--- config.mk ---
export PLATFORM = sky130hd
export DESIGN_NAME = fetch_decode_pipe_stage
export DESIGN_NICKNAME = d
export VERILOG_FILES = /design/src/rtl/fetch_decode_pipe_stage.sv
export SDC_FILE = /design/constraint.sdc
export NUM_CORES = 1
export LEC_CHECK = 0
export ABC_AREA = 1
export CORE_MARGIN = 2
export CORE_UTILIZATION = 55
export DETAILED_ROUTE_END_ITERATION = 12
export PLACE_DENSITY = 0.88
export SYNTH_ARGS = -nofsm -noshare
export SYNTH_HDL_FRONTEND = slang
export SYNTH_SLANG_ARGS = --single-unit
--- constraint.sdc ---
create_clock -name clk_i -period 3.3 [get_ports clk_i]
set_input_delay 0.33 -clock clk_i [delete_from_list [all_inputs] [get_ports clk_i]]
set_output_delay 0.33 -clock clk_i [all_outputs]
set_load 0.01 [all_outputs]
--- src/rtl/fetch_decode_pipe_stage.sv ---
// IF/ID pipeline stage: valid/ready handshake with a 2-entry skid buffer, flush with
// bubble insertion and a saturating back-pressure counter.
module fetch_decode_pipe_stage #(
  parameter int unsigned     XLEN      = 32,
  parameter logic [XLEN-1:0] NOP_INSTR = XLEN'(32'h0000_0013),
  parameter int unsigned     CNT_W     = 16
) (
  input  logic             clk_i,
  input  logic             rst_ni,
  input  logic             f_valid_i,
  output logic             f_ready_o,
  input  logic [XLEN-1:0]  f_instruction_i,
  input  logic [XLEN-1:0]  f_pcsrc_i,
  input  logic [XLEN-1:0]  f_pc_i,
  input  logic             d_ready_i,
  output logic             fd_valid_o,
  output logic [XLEN-1:0]  fd_instruction_o,
  output logic [XLEN-1:0]  fd_pcsrc_o,
  output logic [XLEN-1:0]  fd_pc_o,
  input  logic             flush_i,
  output logic [CNT_W-1:0] stall_cnt_o
);

  localparam int unsigned     EntryW = 3 * XLEN;
  localparam logic [CNT_W-1:0] CntMax = '1;

  // Occupancy encoded directly; valid bits are derived from the state.
  typedef enum logic [1:0] {StEmpty, StFull, StSkid} state_e;

  state_e              state_q, state_d;
  logic [EntryW-1:0]   main_q, main_d;
  logic [EntryW-1:0]   skid_q, skid_d;
  logic [CNT_W-1:0]    stall_q, stall_d;
  logic [EntryW-1:0]   in_entry;
  logic                main_valid;
  logic                skid_valid;
  logic                push;
  logic                pop;

  assign in_entry   = {f_instruction_i, f_pcsrc_i, f_pc_i};
  assign main_valid = (state_q != StEmpty);
  assign skid_valid = (state_q == StSkid);

  assign f_ready_o  = ~skid_valid;
  assign fd_valid_o = main_valid;
  assign push       = f_valid_i & f_ready_o;
  assign pop        = fd_valid_o & d_ready_i;

  assign fd_instruction_o = main_valid ? main_q[3*XLEN-1:2*XLEN] : NOP_INSTR;
  assign fd_pcsrc_o       = main_q[2*XLEN-1:XLEN];
  assign fd_pc_o          = main_q[XLEN-1:0];
  assign stall_cnt_o      = stall_q;

  always_comb begin
    state_d = state_q;
    main_d  = main_q;
    skid_d  = skid_q;
    if (flush_i) begin
      // Payloads are left stale; only the valid state is cleared.
      state_d = StEmpty;
    end else begin
      unique case (state_q)
        StEmpty: begin
          if (push) begin
            main_d  = in_entry;
            state_d = StFull;
          end
        end
        StFull: begin
          if (push && pop) begin
            main_d = in_entry;
          end else if (push) begin
            skid_d  = in_entry;
            state_d = StSkid;
          end else if (pop) begin
            state_d = StEmpty;
          end
        end
        StSkid: begin
          if (pop) begin
            main_d  = skid_q;
            state_d = StFull;
          end
        end
        default: state_d = StEmpty;
      endcase
    end
  end

  always_comb begin
    stall_d = stall_q;
    if (fd_valid_o && !d_ready_i && (stall_q != CntMax)) begin
      stall_d = stall_q + CNT_W'(1);
    end
  end

  always_ff @(posedge clk_i or negedge rst_ni) begin
    if (!rst_ni) begin
      state_q <= StEmpty;
      main_q  <= '0;
      skid_q  <= '0;
      stall_q <= '0;
    end else begin
      state_q <= state_d;
      main_q  <= main_d;
      skid_q  <= skid_d;
      stall_q <= stall_d;
    end
  end

endmodule

Yosys cells after proc, flatten, opt, wreduce, memory -nomap -nowiden
Cells that the tools add are included.
- add/subtract/negate cells: 1
- equality and inequality tests: 10
- muxes and demuxes: 12
- bitwise gates (word level): 5
- reduce and logical (&&, ||, !) cells: 10
- operator list (kind ; number):
    96-bit 2-to-1 mux ; 3
    96-bit case mux with 3 select lines ; 1
    32-bit 2-to-1 mux ; 1
    16-bit by 1-bit adder with 16-bit output, second input constant ; 1
    16-bit inequality test, second input constant ; 1
    2-bit 2-to-1 mux ; 6
    4-bit AND reduction ; 2
    3-bit inequality test, second input constant ; 2
    2-bit case mux with 3 select lines ; 1
    5-bit AND reduction ; 1
    2-bit inequality test, second input constant ; 2
    4-bit inequality test, second input constant ; 1
    1-bit logical AND ; 3
    3-bit by 2-bit inequality test with 1-bit output, second input constant ; 1
    1-bit inverter ; 3
    3-bit nonzero test ; 1
    1-bit AND ; 2
    2-bit by 1-bit == test with 1-bit output, second input constant ; 1
    2-bit == test, second input constant ; 1
    2-bit logical NOT ; 1
    2-bit by 1-bit inequality test with 1-bit output, second input constant ; 1
    2-bit nonzero test ; 1
    1-bit logical NOT ; 1
- register bits: 210
- bits of input ports: 101
- output and inout port bits: 114
- word-level logic and storage cells: 42

Longest topological paths before layout
- depth in word-level cells: 7
- mapped depth: 9
- gate-level depth less buffers: 8

Worst setup path before layout
No wires, ideal clock.
- path kind: reg-to-reg
- start: register stall_q[0] (netlist: stall_cnt_o[0])
- end: register stall_q[0] (netlist: stall_cnt_o[0])
- library setup time: 116 ps
- data arrival time: 1510 ps
- data required time: 3184 ps
- path slack: 1674 ps
- cell stages (with the launch flop): 10
- buffers on the path: 1
- clock period less this slack: 1626 ps
- cells stage by stage: dfrtp_1 > ha_1 > nand3_2 > clkinv_1 > nand2_1 > o21ai_4 > inv_2 > buf_2 > nand2_1 > nand2_1
- word-level cells in the longest chain between the ends: 2
- elaborated cells between the ends (all ways): 3
- those cells by class: add/sub: 1; eq/ne: 1; reduce/logical: 1
- ends and longest elaborated chain (item ; line ; text):
    from (decl) ; 33 ; logic [CNT_W-1:0] stall_q, stall_d;
    from (signal assigned) ; 107 ; stall_q <= stall_d;
    parallel branches: the longest is 2 deep, another holds 16-bit by 1-bit adder with 16-bit output ; -- ;
Parallel ways; which one is timed is not known.
A chain may end at the register's enable or synchronous reset.

Final worst setup path
- start: register state_q[0]
- end: output port fd_instruction_o[1]
- word-level cells in the longest chain between the ends: 2
- ends and longest elaborated chain (item ; line ; text):
    from (decl) ; 30 ; state_e state_q, state_d;
    from (signal assigned) ; 99 ; state_q <= StEmpty;
    from (signal assigned) ; 104 ; state_q <= state_d;
    2-bit nonzero test ; 41 ; assign main_valid = (state_q != StEmpty);
    32-bit 2-to-1 mux ; 49 ; assign fd_instruction_o = main_valid ? main_q[3*XLEN-1:2*XLEN] : NOP_INSTR;
    to (decl) ; 17 ; output logic [XLEN-1:0] fd_instruction_o,
Every way passes these cells.

==> impl_metrics.csv <==
group,metric,value,unit
drt,firstDrtPassIters,5,
synthesis,yosysMostFrequentCell,"nand2_1",
worst_setup_path,crit_type,"reg2out",
synthesis,syn_nets,1326,
synthesis,synthTopCellsByArea,"dfrtp_1, nand2_1, buf_4, o21ai_1, inv_1",
synthesis,synth_top_area_frac,0.521,
timing,max_slew_margin,0.366,
power,netSwitchingPower,0.00235,W
synthesis,yosys.area.top_type,"dfrtp_1",
drt,drcViolationCount,0,
synthesis,synth_common_cells,"nand2_1, dfrtp_1, inv_1",
cells_and_area,fillers,1369,
worst_setup_path,max_stage_delay,0.53,ns
cts,cts_buffer_depth,3,
synthesis,ys_seq_area_frac,0.521,
power,power_density,655,mW/mm²
power,p_int,0.00588,W
cts,cts_resized,0,
timing,fin_ws,0.781,ns
synthesis,synthArstFlopShare,1.00,
synthesis,yosysWarnings,0,
timing,drv_slew,0,
power,p_leak,5.81,nW
floorplanning,dieHeight,139,µm
floorplanning,core,0.0180,mm²
worst_setup_path,worstPathRequired,2.97,ns
synthesis,synth_ff_type,"dfrtp_1",
placement,hpwl,14400,µm
worst_setup_path,crit_start,"state_q[0]$_DFFE_PN0P_",
cells_and_area,diodes,0,
timing,finalHoldViolations,0,
timing,rsz0062_at_grt,"no",
global_routing,grt_overflow,0,
cts,path_clk_slew,0.06,ns
synthesis,netlist_instances,1224,
synthesis,synth_area,0.0101,mm²
worst_setup_path,critPathCaptureType,"primary output",
status,run_status,"complete, no violations",
global_routing,antenna_found_initial,0,
global_routing,grt_pass1_vias,7588,
floorplanning,dieWidth,139,µm
cts,cts_made_buffers,23,
floorplanning,die_area,0.0194,mm²
floorplanning,ioPinCount,215,
cells_and_area,area_growth,24.7,%
worst_setup_path,critPathLaunchType,"flop",
timing,period_needed,2.52,ns
timing,period_share,0.763,
power,p_clk_frac,0.325,
drt,routed_wl,22200,µm
power,p_sw_frac,0.285,
cts,cts_tree,"done",
global_routing,grt_first_pass_wirelength,37000,µm
hold_path,hold_start,"f_pc_i[27]",
cells_and_area,nNetsFinal,1443,
hold_path,hold_path.class,"in2reg",
run,cap_violations,0,
drt,vias,8071,
synthesis,ys_ff_latch,210,
cts,clk_latency,0.49,ns
global_routing,grt_usage,0.227,
worst_setup_path,crit_family,"buffers and inverters",
cts,cts_setup_buffers,0,
drt,avgRoutedWirePerCell,14.0,µm
power,seqPwrFrac,0.442,
timing,setup_tns,0,ns
drt,drt_iter0_drc,493,
synthesis,synth-edff-count,0,
cts,cts-root-buf,"clkbuf_16",
cts,ctsHtreeMaxLevel,1,
timing,setup_violations,0,
floorplanning,start_util,0.561,
cells_and_area,final_layout_size_suffix_gt1_frac,0.0435,
timing,max_freq,397,MHz
cts,cts.sinks,210,
timing,skew,0.0129,ns
worst_setup_path,timing.rr.start,"state_q[0]$_DFFE_PN0P_",
power,pwr-share-comb,0.233,
worst_setup_path,crit_chain,"nor2_2 > buf_4 > or2_2 > clkdlybuf4s50_1",
timing,worst_pin_slew,0.951,ns
global_routing,grt_max_degree,193,
worst_setup_path,cpMaxStageDelayCell,"clkdlybuf4s50_1",
drt,ant_nets,0,
synthesis,synth_cell_type_count,27,
floorplanning,placementRows,49,
placement,place_ws,0.947,ns
power,ir_drop,0.514,mV
placement,gp_congestion,0.803,
synthesis,avgSynthCellArea,8.24,µm²
worst_setup_path,crit_arrival,2.19,ns
worst_setup_path,cp_max_fo,33,
placement,port_buffers,214,
drt,vias_per_cell,5.10,
worst_setup_path,path_buf_inv,2,
[metal layers]
| layer | GRT usage | wire [µm] | vias up |
|---|---|---|---|
| met1 | 0.317 | 9600 | 3743 |
| met2 | 0.355 | 10400 | 264 |
| met5 | 0 | 0 | - |
| met3 | 0.0475 | 1600 | 45 |
| li1 | - | - | 4019 |
| met4 | 0.0803 | 631 | 0 |
[cell families (layout without fill, tap and decap cells)]
group / Yosys count / after routing / share of synthesized area
and+or+nand+nor: 434 / 434 / 0.166
AOI/OAI and AO/OA: 298 / 298 / 0.164
buffers and inverters: 274 / 405 / 0.141
DFF: 210 / 210 / 0.521
xor gates and xnor gates: 7 / 7 / 0.00608
adders and majority gates: 1 / 1 / 0.00124
[path summary, 6_finish.rpt]
kind | to | slack, ns | cells past startpoint
setup reg to reg | main_q[51]$_DFFE_PN0P_ | 1.20 | 8
max in group asynchronous | main_q[64]$_DFFE_PN0P_ | 1.87 | 3
setup / recovery | fd_instruction_o[1] | 0.78 | 4
hold / removal | skid_q[27]$_DFFE_PN0P_ | 0.41 | 3
hold reg to reg | skid_q[28]$_DFFE_PN0P_ | 0.48 | 2
min in group asynchronous | main_q[81]$_DFFE_PN0P_ | 0.50 | 2
[sequential cells by signal, indices dropped and copies added (netlist names)]
name,count
main_q,96
state_q,2
skid_q,96
stall_cnt_o,16
[power groups by stage]
stage               logic, W  registers, W  clock network [W]
floorplan            0.00131       0.00357                  0
global placement     0.00185       0.00364                  0
detailed placement   0.00193       0.00366                  0
CTS                  0.00194       0.00363            0.00273
global route         0.00215       0.00372            0.00282
finish               0.00191       0.00364            0.00268
[layout by cell type (no fill, tap or decap), drive strengths merged]
master         instances
nand3                  8
nand2                326
a31o                   1
dlygate4sd3            1
nor2                  88
o21a                  57
o21ai                199
nor3                   1
a21boi                 1
a21oi                 39
inv                  142
bufinv                 4
buf                    9
clkdlybuf4s50        213
o41ai                  1
or2                    3
xnor2                  7
clkinv                 4
ha                     1
dfrtp                210
clkinvlp               1
clkbuf                31
nand4                  8
[worst register-to-register path, cell delays in order (launching register included)]
cell,delay [ns]
dfrtp_1,0.44
inv_2,0.10
nand2_2,0.10
o21ai_1,0.15
nor2_1,0.11
nand2_4,0.08
buf_12,0.44
nand2_1,0.43
o21ai_1,0.16
[stage by stage]
| stage | total power [W] | hold WS (ns) | utilization | std cells | cell area [µm²] |
|---|---|---|---|---|---|
| floorplan | 0.00488 | 0.0344 | - | 1224 | 10100 |
| global placement | 0.00549 | 0.465 | 0.656 | 1544 | 11800 |
| detailed placement | 0.00559 | 0.471 | 0.656 | 1544 | 11800 |
| CTS | 0.00831 | 0.384 | 0.700 | 1584 | 12600 |
| global route | 0.00869 | 0.411 | 0.700 | 1584 | 12600 |
| finish | 0.00823 | 0.405 | 0.700 | 1584 | 12600 |
[timing repair]
item                                    4_1_cts  5_1_grt
endpoints found under the setup margin        0        0
hold endpoints to repair                     28        0
hold buffers                                  1        0
[area by class of cell]
class,count,area [µm²],area share
tap,229,287,0.0228
timing repair buffer,224,2290,0.182
sequential,210,5260,0.418
clock buffer,30,632,0.0503
multi-input combinational,740,3420,0.272
inverter,142,538,0.0428
clock inverter,9,154,0.0122
(Power assumes the default switching activity.)
